**src/rtl/blink_pkg.sv**
```systemverilog
// Shared types and constants for the multi-channel LED blinker.
package blink_pkg;

    localparam int MODE_W = 2;

    typedef enum logic [MODE_W-1:0] {
        OFF     = 2'd0,
        ON      = 2'd1,
        BLINK   = 2'd2,
        ONESHOT = 2'd3
    } mode_e;

    // Channel-index width; a single channel still gets a 1-bit index.
    function automatic int ch_w(input int n);
        return (n > 1) ? $clog2(n) : 1;
    endfunction

endpackage

```
**src/rtl/multi_blink_if.sv**
```systemverilog
// Config bus from the board-control register block plus LED/status outputs.
// Handshake: cfg_we is a one-cycle strobe with no ready; every write is accepted on the edge it is seen.
interface multi_blink_if
    import blink_pkg::*;
#(
    parameter int NCH   = 4,
    parameter int PBITS = 8
) ();
    localparam int CHW = ch_w(NCH);

    logic                          cfg_we;
    logic [CHW-1:0]                cfg_ch;
    mode_e                         cfg_mode;
    logic [PBITS-1:0]              cfg_period;
    logic                          tick;
    logic [NCH-1:0]                led;
    logic [NCH-1:0]                flg;
    logic [NCH-1:0][MODE_W-1:0]    mode_dbg;

    modport master (
        output cfg_we, cfg_ch, cfg_mode, cfg_period,
        input  tick, led, flg, mode_dbg
    );

    modport slave (
        input  cfg_we, cfg_ch, cfg_mode, cfg_period,
        output tick, led, flg, mode_dbg
    );
endinterface

```
**src/rtl/blink_chan.sv**
```systemverilog
// One LED channel: mode state machine, phase counter and registered led/flg.
module blink_chan
    import blink_pkg::*;
#(
    parameter int               PBITS   = 8,
    parameter logic [PBITS-1:0] RST_PER = '0
) (
    input  logic              clk,
    input  logic              rst_n,
    input  logic              tick,
    input  logic              we,
    input  mode_e             cfg_mode,
    input  logic [PBITS-1:0]  cfg_period,
    output logic              led,
    output logic              flg,
    output logic [MODE_W-1:0] mode_o
);
    mode_e            mode_q, mode_d;
    logic [PBITS-1:0] period_q, period_d;
    logic [PBITS-1:0] ph_cnt_q, ph_cnt_d;
    logic             led_q, led_d;
    logic             flg_q, flg_d;

    always_ff @(posedge clk or negedge rst_n) begin
        if (!rst_n) begin
            mode_q   <= OFF;
            period_q <= RST_PER;
            ph_cnt_q <= '0;
            led_q    <= 1'b0;
            flg_q    <= 1'b0;
        end else begin
            mode_q   <= mode_d;
            period_q <= period_d;
            ph_cnt_q <= ph_cnt_d;
            led_q    <= led_d;
            flg_q    <= flg_d;
        end
    end

    // A write takes priority, so a tick arriving on the same edge is dropped.
    always_comb begin
        mode_d   = mode_q;
        period_d = period_q;
        ph_cnt_d = ph_cnt_q;
        led_d    = led_q;
        flg_d    = 1'b0;
        if (we) begin
            mode_d   = cfg_mode;
            period_d = cfg_period;
            ph_cnt_d = '0;
            led_d    = (cfg_mode == ON) || (cfg_mode == ONESHOT);
        end else begin
            case (mode_q)
                OFF: begin
                    led_d    = 1'b0;
                    ph_cnt_d = '0;
                end
                ON: begin
                    led_d    = 1'b1;
                    ph_cnt_d = '0;
                end
                BLINK: begin
                    if (tick) begin
                        if (ph_cnt_q == period_q) begin
                            ph_cnt_d = '0;
                            led_d    = ~led_q;
                            flg_d    = 1'b1;
                        end else begin
                            ph_cnt_d = ph_cnt_q + PBITS'(1);
                        end
                    end
                end
                ONESHOT: begin
                    led_d = 1'b1;
                    if (tick) begin
                        if (ph_cnt_q == period_q) begin
                            led_d    = 1'b0;
                            flg_d    = 1'b1;
                            mode_d   = OFF;
                            ph_cnt_d = '0;
                        end else begin
                            ph_cnt_d = ph_cnt_q + PBITS'(1);
                        end
                    end
                end
                default: mode_d = OFF;
            endcase
        end
    end

    assign led    = led_q;
    assign flg    = flg_q;
    assign mode_o = mode_q;
endmodule

```
**src/rtl/multi_blink.sv**
```systemverilog
// Multi-channel LED blinker: shared prescaler tick, channel write decode, per-channel blink_chan.
module multi_blink
    import blink_pkg::*;
#(
    parameter int               NCH     = 4,
    parameter int               CBITS   = 13,
    parameter int               PBITS   = 8,
    parameter logic [PBITS-1:0] RST_PER = '0
) (
    input  logic               clk,
    input  logic               rst_n,
    multi_blink_if.slave       bus
);
    localparam int CHW = ch_w(NCH);

    logic [CBITS-1:0]           pre_cnt_q, pre_cnt_d;
    logic                       tick_q, tick_d;
    logic                       ch_ok;
    logic [NCH-1:0]             led_w;
    logic [NCH-1:0]             flg_w;
    logic [NCH-1:0][MODE_W-1:0] mode_w;

    always_ff @(posedge clk or negedge rst_n) begin
        if (!rst_n) begin
            pre_cnt_q <= '0;
            tick_q    <= 1'b0;
        end else begin
            pre_cnt_q <= pre_cnt_d;
            tick_q    <= tick_d;
        end
    end

    // Free-running: config writes never disturb the shared phase reference.
    always_comb begin
        pre_cnt_d = pre_cnt_q + CBITS'(1);
        tick_d    = &pre_cnt_q;
    end

    assign ch_ok = (32'(bus.cfg_ch) < 32'(NCH));

    for (genvar g = 0; g < NCH; g++) begin : g_chan
        blink_chan #(
            .PBITS   (PBITS),
            .RST_PER (RST_PER)
        ) u_chan (
            .clk        (clk),
            .rst_n      (rst_n),
            .tick       (tick_q),
            .we         (bus.cfg_we && ch_ok && (bus.cfg_ch == CHW'(g))),
            .cfg_mode   (bus.cfg_mode),
            .cfg_period (bus.cfg_period),
            .led        (led_w[g]),
            .flg        (flg_w[g]),
            .mode_o     (mode_w[g])
        );
    end

    assign bus.tick     = tick_q;
    assign bus.led      = led_w;
    assign bus.flg      = flg_w;
    assign bus.mode_dbg = mode_w;
endmodule

```
**src/flat_wrapper.sv**
```systemverilog
// flat-port wrapper written by rule: the top's interface ports become plain ports
module multi_blink_flat import blink_pkg::*;
#(
    parameter int               NCH     = 4,
    parameter int               CBITS   = 13,
    parameter int               PBITS   = 8,
    parameter logic [PBITS-1:0] RST_PER = '0
)
  (clk, rst_n, bus_cfg_we, bus_cfg_ch, bus_cfg_mode, bus_cfg_period, bus_tick, bus_led, bus_flg, bus_mode_dbg);
  multi_blink_if #(.NCH(NCH), .PBITS(PBITS)) bus_i ();
  input  logic clk;
  input  logic rst_n;
  input wire logic [$bits(bus_i.cfg_we)-1:0] bus_cfg_we;
  input wire logic [$bits(bus_i.cfg_ch)-1:0] bus_cfg_ch;
  input wire logic [$bits(bus_i.cfg_mode)-1:0] bus_cfg_mode;
  input wire logic [$bits(bus_i.cfg_period)-1:0] bus_cfg_period;
  output wire logic [$bits(bus_i.tick)-1:0] bus_tick;
  output wire logic [$bits(bus_i.led)-1:0] bus_led;
  output wire logic [$bits(bus_i.flg)-1:0] bus_flg;
  output wire logic [$bits(bus_i.mode_dbg)-1:0] bus_mode_dbg;
  assign bus_i.cfg_we = bus_cfg_we;
  assign bus_i.cfg_ch = bus_cfg_ch;
  assign bus_i.cfg_mode = bus_cfg_mode;
  assign bus_i.cfg_period = bus_cfg_period;
  assign bus_tick = bus_i.tick;
  assign bus_led = bus_i.led;
  assign bus_flg = bus_i.flg;
  assign bus_mode_dbg = bus_i.mode_dbg;
  multi_blink #(.NCH(NCH), .CBITS(CBITS), .PBITS(PBITS), .RST_PER(RST_PER)) u_core (.clk(clk), .rst_n(rst_n), .bus(bus_i));
endmodule
```
**config.mk**
```make
export PLATFORM = sky130hd
export DESIGN_NAME = multi_blink_flat
export DESIGN_NICKNAME = d
export VERILOG_FILES = /design/src/rtl/blink_pkg.sv /design/src/rtl/multi_blink_if.sv /design/src/rtl/blink_chan.sv /design/src/rtl/multi_blink.sv /design/src/flat_wrapper.sv
export SDC_FILE = /design/constraint.sdc
export NUM_CORES = 1
export LEC_CHECK = 0
export ABC_AREA = 1
export ABC_CLOCK_PERIOD_IN_PS = 2200
export CAP_MARGIN = 20
export CORE_ASPECT_RATIO = 0.7
export CORE_UTILIZATION = 55
export CTS_BUF_LIST = sky130_fd_sc_hd__clkbuf_4 sky130_fd_sc_hd__clkbuf_8
export CTS_CLUSTER_DIAMETER = 120
export DETAILED_ROUTE_END_ITERATION = 8
export PLACE_DENSITY = 0.75
export SLEW_MARGIN = 10
export SYNTH_ARGS = -nofsm -noshare
export SYNTH_HDL_FRONTEND = slang
export SYNTH_SLANG_ARGS = --single-unit
```
**constraint.sdc**
```tcl
create_clock -name clk -period 2.2 [get_ports clk]
set_clock_uncertainty 0.05 [all_clocks]
set_input_delay 0.66 -clock clk [delete_from_list [all_inputs] [get_ports clk]]
set_output_delay 0.66 -clock clk [all_outputs]
set_load 0.01 [all_outputs]
```
======== Yosys cells after proc, flatten, opt, wreduce, memory -nomap -nowiden ========
Cells that the tools add are included.
word-level totals
  bits in registers ....................... 94
  word-level logic and storage cells ...... 175
  output and inout bits ................... 17
operators by class
  bitwise gates (word level) .............. 4
  equality and inequality tests ........... 33
  reductions and logical operators ........ 39
  mux-type cells .......................... 72
  add/sub/neg operators ................... 5
operators with widths
  operator                                                                 count
  8-bit two-way mux                                                        12
  8-bit one-hot mux with 2 select lines                                    4
  1-bit two-way mux                                                        36
  8-bit by 1-bit adder with 8-bit output, second input constant            4
  8-bit == test                                                            4
  2-bit two-way mux                                                        16
  2-bit nonzero test                                                       12
  2-bit == test, second input constant                                     11
  1-bit one-hot mux with 4 select lines                                    4
  2-bit OR reduction                                                       8
  13-bit by 1-bit adder with 13-bit output, second input constant          1
  13-bit AND reduction                                                     1
  2-bit by 1-bit == test with 1-bit output, second input constant          6
  3-bit by 1-bit inequality test with 1-bit output, second input constant  4
  3-bit by 2-bit inequality test with 1-bit output, second input constant  4
  3-bit inequality test, second input constant                             4
  3-bit AND reduction                                                      4
  2-bit logical NOT                                                        5
  2-bit AND reduction                                                      4
  1-bit logical AND                                                        4
  1-bit NOT                                                                4
  1-bit logical OR                                                         1

======== Longest topological paths before layout ========
  depth after elaboration ................. 5
  mapped depth ............................ 12
  depth with buffers taken out ............ 12

======== Hierarchy ========
Synthesis repeated with hierarchy kept, for this count alone.
unflattened totals
  cell total of the unflattened synthesis .. 614
  area total of the unflattened synthesis .. 5024.8 um^2
by module, submodules not included
  module       times used  cells each  seq. area each (um^2)  area each (um^2)
  blink_chan   4           134         500.5                  1083.5
  multi_blink  1           78          350.3                  690.7

======== Least setup slack after synthesis ========
No wires, ideal clock.
  path kind ............................... input-to-reg
  start ................................... input port bus_cfg_ch[0]
  end ..................................... register u_core.g_chan[2].u_chan.ph_cnt_q[6]
  data required time ...................... 2.026 ns
  arrival time ............................ 1.493 ns
  setup time .............................. 0.124 ns
  buffers on the path ..................... 1
  stages .................................. 11
  slack ................................... 0.533 ns
  cells stage by stage .................... inv_1 nand3_2 buf_6 nand2_4 nor2_4 nor3_4 nand2_2 nor2_1 nand2_1 nand2_1 nor2_1
between the ends
  longest elaborated chain between the ends .. 3
RTL lines
  what                                                                                             RTL line            text
  start, declared                                                                                  flat_wrapper.sv:14  input wire logic [$bits(bus_i.cfg_ch)-1:0] bus_cfg_ch;
  2-bit == test (*)                                                                                multi_blink.sv:49   .we (bus.cfg_we && ch_ok && (bus.cfg_ch == CHW'(g))),
  1-bit logical AND (*)                                                                            multi_blink.sv:49
  3-bit by 1-bit inequality test with 1-bit output (no line) or 8-bit two-way mux (tied branches)  n/a
  end signal, assigned                                                                             blink_chan.sv:34    ph_cnt_q <= ph_cnt_d;
  end, declared                                                                                    blink_chan.sv:20    logic [PBITS-1:0] ph_cnt_q, ph_cnt_d;
Every way passes the cells marked *; elsewhere a longest branch is shown, timed or not.
A chain may end at the register's enable or synchronous reset.

======== Final worst setup path ========
  start ................................... register u_core.g_chan[2].u_chan.mode_q[1]
  end ..................................... output port bus_mode_dbg[5]
RTL lines
  what                    RTL line            text
  start, declared         blink_chan.sv:18    mode_e mode_q, mode_d;
  start signal, assigned  blink_chan.sv:32    mode_q <= mode_d;
  end, declared           flat_wrapper.sv:20  output wire logic [$bits(bus_i.mode_dbg)-1:0] bus_mode_dbg;
No word-level cell between the ends.

==> results_dict.tcl <==
set metrics [dict create \
    ys_top_cells_by_area "dfrtp_1, nand2_1, inv_1" \
    postRouteWirelength_mm 10.1 \
    detail-route-antenna-nets 0 \
    cts.reportedPaths.clkPinSlew_ns 0.09 \
    initial_core_util 0.570 \
    floorplan.io_pins 32 \
    syn_inst_count 596 \
    antennaDiodeCount 0 \
    worstHoldPathType "in -> async" \
    most-common-layout-cells "nand2_1, dfrtp_1, inv_1" \
    num_vias 3856 \
    global_route_usage_over_all_layers 0.243 \
    synth_edf_count 0 \
    critPathKind "reg -> out" \
    power_density_relative_to_cell_area_nw_per_um2 737 \
    multi_input_comb_area_um2 2060 \
    timing.critical_path.max_delay_family "buffers and inverters" \
    ctsRootBufferMaster "clkbuf_8" \
    cts_repair_resize_count 0 \
    power.ir.vdd_worst_mv 0.507 \
    synthesis.nets 616 \
    die_x_um 114 \
    slowest_delay_ns 0.58 \
    layout.cells.most_common "nand2_1" \
    worstSetupStartpointType "flop" \
    clock_tree_sinks 94 \
    routabilityCongestion 0.901 \
    yosys_register_bits 94 \
    critPathMaxFanout 4 \
    slew_headroom 0.652 \
    floorplan.die.height_um 80.6 \
    wire_per_inst_um 13.2 \
    worst_setup_path_end_kind "primary output" \
    yosysTopAreaCellShare 0.484 \
    cell_area_after_layout_um2 5600 \
    grt_max_degree 40 \
    globalRouteOverflowTotal 0 \
    drt_first_pass_iters 5 \
    synth.avg_cell_area_um2 8.15 \
    layout.nets 666 \
    fp.coreArea_um2 8510 \
    report.final.slew_viol_count 0 \
    layout.filler_cells 713 \
    route.detailed.drc 0 \
    ys_dominant_reg_cell "dfrtp_1" \
    leakage_dissipation_nw 2.79 \
    synth.cell_area_um2 4860 \
    placed_area_um2 5390 \
    post-synth-top-area-cell "dfrtp_1" \
    grt_first_pass_wirelength_mm 16.9 \
    regToRegSetupSlack_ns 0.48 \
    synthArstFlopShare 1.00 \
    crit-reg2reg-launch "u_core.pre_cnt_q[0]" \
    yosysUniqueCellTypes 37 \
    synth_warnings 0 \
    number_of_setup_violations_in_the_final_report 0 \
    floorplan_die_area_um2 9210 \
    fin_setup_tns_ns 0 \
    ys_seq_area_frac 0.484 \
    sequential_cell_area_in_the_final_layout_um2 2350 \
    worst-endpoint-arrival_ns 1.40 \
    timing.max_cap.violations 0 \
    first_iter_violations 200 \
    hold_viol_final 0 \
    hold_buffers_post_cts 0 \
    tightest_pin_transition_ns 0.522 \
    grt_pass1_vias 3559 \
    number_of_antenna_violations_at_the_first_check_in_global_routing 0 \
    r2r-end "u_core.pre_cnt_q[12]" \
    io_buffers 31 \
    critPathRequiredTime_ns 1.49 \
    timing.critical_path.cells "clkdlybuf4s50_1" \
    cp_num_buf_inv 1 \
    flow.area_growth_from_synthesis_pct 15.3 \
    crit_slowest_cell "clkdlybuf4s50_1" \
    rows 28 \
    routed_via_density 5.01 \
    ratio_of_cells_with_drive_above_1_in_the_final_layout 0.103 \
    clk_path_buf_depth 2 \
    clock_tree_from_tritoncts "built" \
    fmax_mhz 473 \
    finalCriticalPeriod_ns 2.11 \
    clk-insertion-delay-late_ns 0.37 \
    r2r_cells 8 \
    inserted_clock_buffers 9 \
    cts_post_setup_buffers_inserted 0 \
    status "complete, no violations" \
    place_hpwl_mm 7.60 \
    unrepaired_setup_endpoints_after_global_routing "no" \
    layout_worst_path_cycle_share 0.961 \
    htree_num_levels 3 \
]
## cells in the mapped netlist (2+ instances only)
cell	n
o21ai_0	48
dfrtp_1	94
nand4_1	10
xor2_1	9
ha_1	5
xnor2_1	17
buf_4	8
inv_4	2
nand3_2	4
o31ai_1	4
nor3b_1	9
nor3_4	2
nor3_1	10
o22ai_1	4
inv_1	79
clkbuf_1	4
inv_2	3
nand2_4	2
a21oi_1	10
nand3_1	31
nand2_1	188
nor2_4	3
nor2_1	31
buf_6	4
nand2_2	3
## through the flow
| step | hold slack (ns) | setup slack (ns) | instances | power (mW) | util |
|---|---|---|---|---|---|
| 2_1_floorplan | 0.314 | 0.533 | 596 | 2.59 | - |
| 3_5_place_dp | 0.399 | -0.0561 | 755 | 2.96 | 0.633 |
| 4_1_cts | 0.229 | 0.0740 | 770 | 4.16 | 0.657 |
| 3_3_place_gp | 0.391 | 0.00374 | 755 | 2.93 | 0.633 |
| 6_report | 0.216 | 0.0865 | 770 | 4.13 | 0.657 |
| 5_1_grt | 0.254 | 0.0328 | 770 | 4.35 | 0.657 |
## kinds of logic (layout without fill, tap and decap cells)
kind of cell	Yosys count	in the layout	share of synthesized area
buf+inv	101	155	0.0917
flops	94	94	0.484
compound gates	68	68	0.0739
fa+ha+maj	5	5	0.0129
xor+xnor	26	26	0.0469
mux	1	1	0.00206
simple gates	301	301	0.288
## layer usage
metal / track usage / part of all wire / wire length (um) / vias up
met3: 0.0528 / 0.041 / 416 / 12
met2: 0.390 / 0.45 / 4570 / 74
met1: 0.336 / 0.50 / 5060 / 1791
li1: - / - / - / 1979
met4: 0.0597 / 0.0095 / 96 / 0
met5: 0 / 0 / 0 / -
## report_power, final
| part | leakage (nW) | switching (mW) | total (mW) | internal (mW) |
|---|---|---|---|---|
| clock network | 0.104 | 0.590 | 1.20 | 0.611 |
| registers | 1.21 | 0.152 | 2.04 | 1.89 |
| logic | 1.47 | 0.487 | 0.887 | 0.399 |
## final cells by class
type | count | share of cell area
tap | 120 | 0.0268
clock buffer | 12 | 0.0295
timing repair buffer | 56 | 0.0908
multi-input combinational | 401 | 0.368
sequential | 94 | 0.420
inverter | 84 | 0.0572
clock inverter | 3 | 0.00760
## registers in the layout, summed over array words and instances, names as in the netlist
register                       count
u_core.bus.tick                    1
u_core.g_chan.u_chan.period_q     32
u_core.g_chan.u_chan.ph_cnt_q     32
u_core.g_chan.u_chan.flg           4
u_core.pre_cnt_q                  13
u_core.g_chan.u_chan.mode_o        8
u_core.g_chan.u_chan.led           4
## how the worst max path moves through the flow
stage	from	end	slack (ns)	depth (start not counted)
after floorplan	bus_cfg_ch[0]	u_core.g_chan[2].u_chan.ph_cnt_q[6]	0.53	11
after global placement	bus_cfg_we	u_core.g_chan[2].u_chan.ph_cnt_q[6]	0.004	11
after detailed placement	bus_cfg_ch[1]	u_core.g_chan[0].u_chan.ph_cnt_q[3]	-0.06	9
after CTS	u_core.g_chan[2].u_chan.mode_o[1]	bus_mode_dbg[5]	0.07	1
after global routing	u_core.g_chan[2].u_chan.mode_o[1]	bus_mode_dbg[5]	0.03	1
final	u_core.g_chan[2].u_chan.mode_o[1]	bus_mode_dbg[5]	0.09	1
No activity file was read; power rests on OpenSTA's default activity.
==> RTL edit 1: new RTL, config.mk and constraints unchanged <==
`NCH` is set to 4 in 3 places; all go to 3.
--- a/src/rtl/multi_blink_if.sv
+++ b/src/rtl/multi_blink_if.sv
@@ -3,7 +3,7 @@
 interface multi_blink_if
     import blink_pkg::*;
 #(
-    parameter int NCH   = 4,
+    parameter int NCH   = 3,
     parameter int PBITS = 8
 ) ();
     localparam int CHW = ch_w(NCH);
--- a/src/rtl/multi_blink.sv
+++ b/src/rtl/multi_blink.sv
@@ -2,7 +2,7 @@
 module multi_blink
     import blink_pkg::*;
 #(
-    parameter int               NCH     = 4,
+    parameter int               NCH     = 3,
     parameter int               CBITS   = 13,
     parameter int               PBITS   = 8,
     parameter logic [PBITS-1:0] RST_PER = '0
--- a/src/flat_wrapper.sv
+++ b/src/flat_wrapper.sv
@@ -1,7 +1,7 @@
 // flat-port wrapper written by rule: the top's interface ports become plain ports
 module multi_blink_flat import blink_pkg::*;
 #(
-    parameter int               NCH     = 4,
+    parameter int               NCH     = 3,
     parameter int               CBITS   = 13,
     parameter int               PBITS   = 8,
     parameter logic [PBITS-1:0] RST_PER = '0
Ports: changed (resized bus_flg, bus_led and bus_mode_dbg); port bits go from 32 to 28. The function was not compared with the original's and may differ.
==> RTL edit 1 against the original RTL <==
Non-clock buffer count shrank 17. Synthesized area shrank 22%. Routed wire length shrank 26%. Design area decreased by 22%. Power down 20%. Setup slack better by 17 ps. Register-to-register slack improved by 40 ps. Sequential cell count fell by 20. Critical endpoint unchanged.
==> RTL edit 1: results (changes against the original RTL) <==
- Placer Congestion: 0.8856 (was 0.9005)
- Synth Net Count: 475 (was 616)
- Largest net degree at the start of global routing: 31 (was 40)
- Post-synth top cells: 140 x nand2_1, 74 x dfrtp_1, 63 x inv_1, 35 x o21ai_0, 30 x nor2_1 (was 188 x nand2_1, 94 x dfrtp_1, 79 x inv_1, 48 x o21ai_0)
- Leading post-synthesis cells by cell area: dfrtp_1 49%, nand2_1 14%, inv_1 6.3% (was dfrtp_1 48%, nand2_1 15%, inv_1 6.1%)
- Vias/cell: 5.085 (was 5.008)
- Adder-cell area share of the yosys netlist: 1.323% (was 1.288%)
- Wire length on met3: 469 um (was 416 um)
- DR vias: 2,990 (was 3,856)
- Post-synthesis sequential area ratio: 48.96% (was 48.44%)
- Leak Pwr: 2.212 nW (was 2.788 nW)
- CP max stage delay: 600 ps (was 580 ps)
- Share of cells above drive strength 1: 9.859% (was 10.31%)
- Placed cell count: 574 (was 755)
- Worst skew pair latency: 340 ps (was 370 ps)
- Port Buffers: 27 (was 31)
- Post-synthesis mux area share: 0.5293% (was 0.2061%)
- Wirelength, routed: 7.547 mm (was 10.14 mm)
- DPL Wire Length: 5.719 mm (was 7.604 mm)
- WL met2: 3.266 mm (was 4.570 mm)
- Outcome: finished, final reports clean (unchanged)
- 1st-iter DRT viols: 206 (was 200)
- Sw power: 0.9461 mW (was 1.230 mW)
- M2 GR Usage: 35.68% (was 38.97%)
- Mapped Cells: 456 (was 596)
- Complex-gate fraction of the synthesized area: 6.748% (was 7.395%)
- Vias in the first global route: 2,823 (was 3,559)
- Fillers: 523 (was 713)
- First-pass GRT wire length: 13.44 mm (was 16.93 mm)
- Area after DPL: 0.004177 mm2 (was 0.005389 mm2)
- Met1 WL: 3.788 mm (was 5.058 mm)
- Xor-xnor portion of the synthesized cell area: 6.021% (was 4.690%)
- Total GRT Usage: 24.56% (was 24.27%)
-- RTL edit 1: final cells by class --
| class | instances | area share (%) |
|---|---|---|
| clock buffer | 12 | 3.634 |
| clock inverter | 2 | 0.8584 |
| inverter | 66 | 5.722 |
| multi-input combinational | 304 | 36.37 |
| sequential | 74 | 42.35 |
| tap | 91 | 2.604 |
| timing repair buffer | 39 | 8.469 |
-- RTL edit 1: worst paths after layout --
kind / start / end / slack [ps] / depth (start not counted)
setup / recovery: u_core.g_chan[2].u_chan.mode_o[1] / bus_mode_dbg[5] / 100 / 1
setup reg to reg: u_core.pre_cnt_q[0] / u_core.pre_cnt_q[12] / 520 / 7
min in group clk: u_core.pre_cnt_q[11] / u_core.pre_cnt_q[11] / 430 / 1
max in group asynchronous: rst_n / u_core.g_chan[2].u_chan.ph_cnt_q[2] / 1330 / 2
hold reg to reg: u_core.pre_cnt_q[11] / u_core.pre_cnt_q[11] / 430 / 1
hold / removal: rst_n / u_core.g_chan[1].u_chan.ph_cnt_q[6] / 160 / 1
-- RTL edit 1: cell families after synthesis --
family                   Yosys count
adder cells (fa/ha/maj)            4
AND/OR/NAND/NOR                  223
XOR/XNOR                          26
multiplexers                       2
AO/OA/AOI/OAI                     49
flip-flops                        74
buffers and inverters             78
-- RTL edit 1: power by group through the flow --
stage          registers (mW)  logic (mW)  clock network (mW)
2_1_floorplan            1.60       0.416                   0
3_3_place_gp             1.62       0.643                   0
3_5_place_dp             1.62       0.659                   0
4_1_cts                  1.59       0.665                1.07
5_1_grt                  1.61       0.744                1.12
6_report                 1.60       0.661                1.05
-- RTL edit 1: stage by stage --
step	TNS, ps	setup slack, ps
floorplan	0	487.1
global placement	0	57.01
detailed placement	-11.03	-5.865
CTS	0	85.42
global route	0	45.03
finish	0	103.3
==> RTL edit 2: new RTL, config.mk and constraints unchanged <==
Made on the original files. Make the reset (`rst_n`) synchronous in 2 clocked blocks.
--- a/src/rtl/blink_chan.sv
+++ b/src/rtl/blink_chan.sv
@@ -21,7 +21,7 @@
     logic             led_q, led_d;
     logic             flg_q, flg_d;
 
-    always_ff @(posedge clk or negedge rst_n) begin
+    always_ff @(posedge clk) begin
         if (!rst_n) begin
             mode_q   <= OFF;
             period_q <= RST_PER;
--- a/src/rtl/multi_blink.sv
+++ b/src/rtl/multi_blink.sv
@@ -20,7 +20,7 @@
     logic [NCH-1:0]             flg_w;
     logic [NCH-1:0][MODE_W-1:0] mode_w;
 
-    always_ff @(posedge clk or negedge rst_n) begin
+    always_ff @(posedge clk) begin
         if (!rst_n) begin
             pre_cnt_q <= '0;
             tick_q    <= 1'b0;
Function: differs if rst_n is asserted again (counterexample within 4 cycles, from zero or initial values and one cycle with rst_n low); with rst_n held inactive, the same outputs for 10 cycles.
==> RTL edit 2 against the original RTL <==
Routed wire length up 0.87%. Synthesized area down 8.1%. Design area down 8.9%. Global-route usage up 2.8 points. Critical path depth unchanged. Sequential share of layout area down 5.1 points. Synthesized cell count up 6.5%. Count of clock-buffer cells in the layout down 2. Sequential cell count unchanged. Setup slack better by 29 ps. Critical path type unchanged.
Power is not compared: it rests on default switching activity, and its combinational part moved more than twofold at a synthesized area within 25%.
==> RTL edit 2: results (changes against the original RTL) <==
- Wirelength, routed: 10.23 mm (was 10.14 mm)
- Max-slew violations: 0 (unchanged)
- Leading post-synthesis cells by cell area: dfxtp_1 42%, nand2_1 12%, o21ai_0 6.6% (was dfrtp_1 48%, nand2_1 15%, inv_1 6.1%)
- Tcrit/Tclk final: 94.73% (was 96.07%)
- 1st-iter DRT viols: 317 (was 200)
- Tot Pwr: 3.228 mW
- Worst Path Arrival: 1370 ps (was 1400 ps)
- First-pass GRT wire length: 17.71 mm (was 16.93 mm)
- Cts repair resizes: 0 (unchanged)
- Placed cell count: 762 (was 755)
- DPL Wire Length: 7.570 mm (was 7.604 mm)
- Hold crit path type: reg -> reg (was in -> async)
- Post-synthesis sequential area ratio: 42.19% (was 48.44%)
- Die area: 0.008480 mm2 (was 0.009215 mm2)
- Largest net degree at the start of global routing: 28 (was 40)
- Nets@finish: 692 (was 666)
- Dpl ws: -63.02 ps (was -56.07 ps)
- Crit-path max FO: 5 (was 4)
- Synth Net Count: 655 (was 616)
- Placer Congestion: 0.9060 (was 0.9005)
- Slew headroom: 67.64% (was 65.22%)
- Share of cells above drive strength 1: 8.124% (was 10.31%)
- Outcome: finished, final reports clean (unchanged)
- Main synth FF type: dfxtp_1 (was dfrtp_1)
- Post-Layout Cell Count: 778 (was 770)
- Fillers: 689 (was 713)
- Post-synth top cells: 143 x nand2_1, 94 x dfxtp_1, 77 x nor2_1, 67 x inv_1, 59 x o21ai_0 (was 188 x nand2_1, 94 x dfrtp_1, 79 x inv_1, 48 x o21ai_0)
- Total GRT Usage: 27.03% (was 24.27%)
- Vias in the first global route: 3,740 (was 3,559)
- Vias/cell: 5.260 (was 5.008)
- Area after DPL: 0.004901 mm2 (was 0.005389 mm2)
- Post-synthesis cell type count: 35 (was 37)
- FFs w/ async S/R, synth: 0% (was 100.0%)
- Syn Area/Cell: 7.024 um2 (was 8.147 um2)
RTL edit 2: changes by cell type in the layout (fill, tap and decap cells not counted), moves of 10 or more:
cell and delta:
dfxtp_1 +93, buf_4 -10, inv_1 -12, nor2_1 +46
o21ai_0 +11, dfrtp_1 -94, nand2_1 -45, a21oi_1 +46
RTL edit 2: layer usage:
layer	vias to the layer above	GRT usage (%)	share of wire [%]
li1	2109	-	-
met1	1864	37.42	50
met2	100	40.44	42
met3	19	8.403	6.0
met4	0	7.467	1.7
met5	-	0	0
RTL edit 2: cell type report:
type	count	area [um2]	area share, %
clock buffer	10	131.4	2.578
clock inverter	6	62.56	1.228
inverter	74	277.8	5.451
multi-input combinational	447	2192	43.01
sequential	94	1883	36.95
tap	101	126.4	2.480
timing repair buffer	46	422.9	8.299
RTL edit 2: logic make-up (layout without fill, tap and decap cells):
| logic type | after synthesis | after routing | synth area share [%] |
|---|---|---|---|
| compound gates | 124 | 124 | 14.39 |
| xor+xnor | 26 | 26 | 5.105 |
| fa+ha+maj | 5 | 5 | 1.403 |
| buf+inv | 94 | 136 | 8.667 |
| flops | 94 | 94 | 42.19 |
| simple gates | 292 | 292 | 28.25 |
RTL edit 2: path summary, 6_finish.rpt:
path                                           from  slack (ps)  cells after the start                  end
setup reg to reg                u_core.pre_cnt_q[0]         530                     11      u_core.bus.tick
setup / recovery  u_core.g_chan[0].u_chan.mode_o[1]         120                      1      bus_mode_dbg[1]
hold reg to reg                 u_core.pre_cnt_q[0]         410                      1  u_core.pre_cnt_q[0]
hold / removal                  u_core.pre_cnt_q[0]         410                      1  u_core.pre_cnt_q[0]
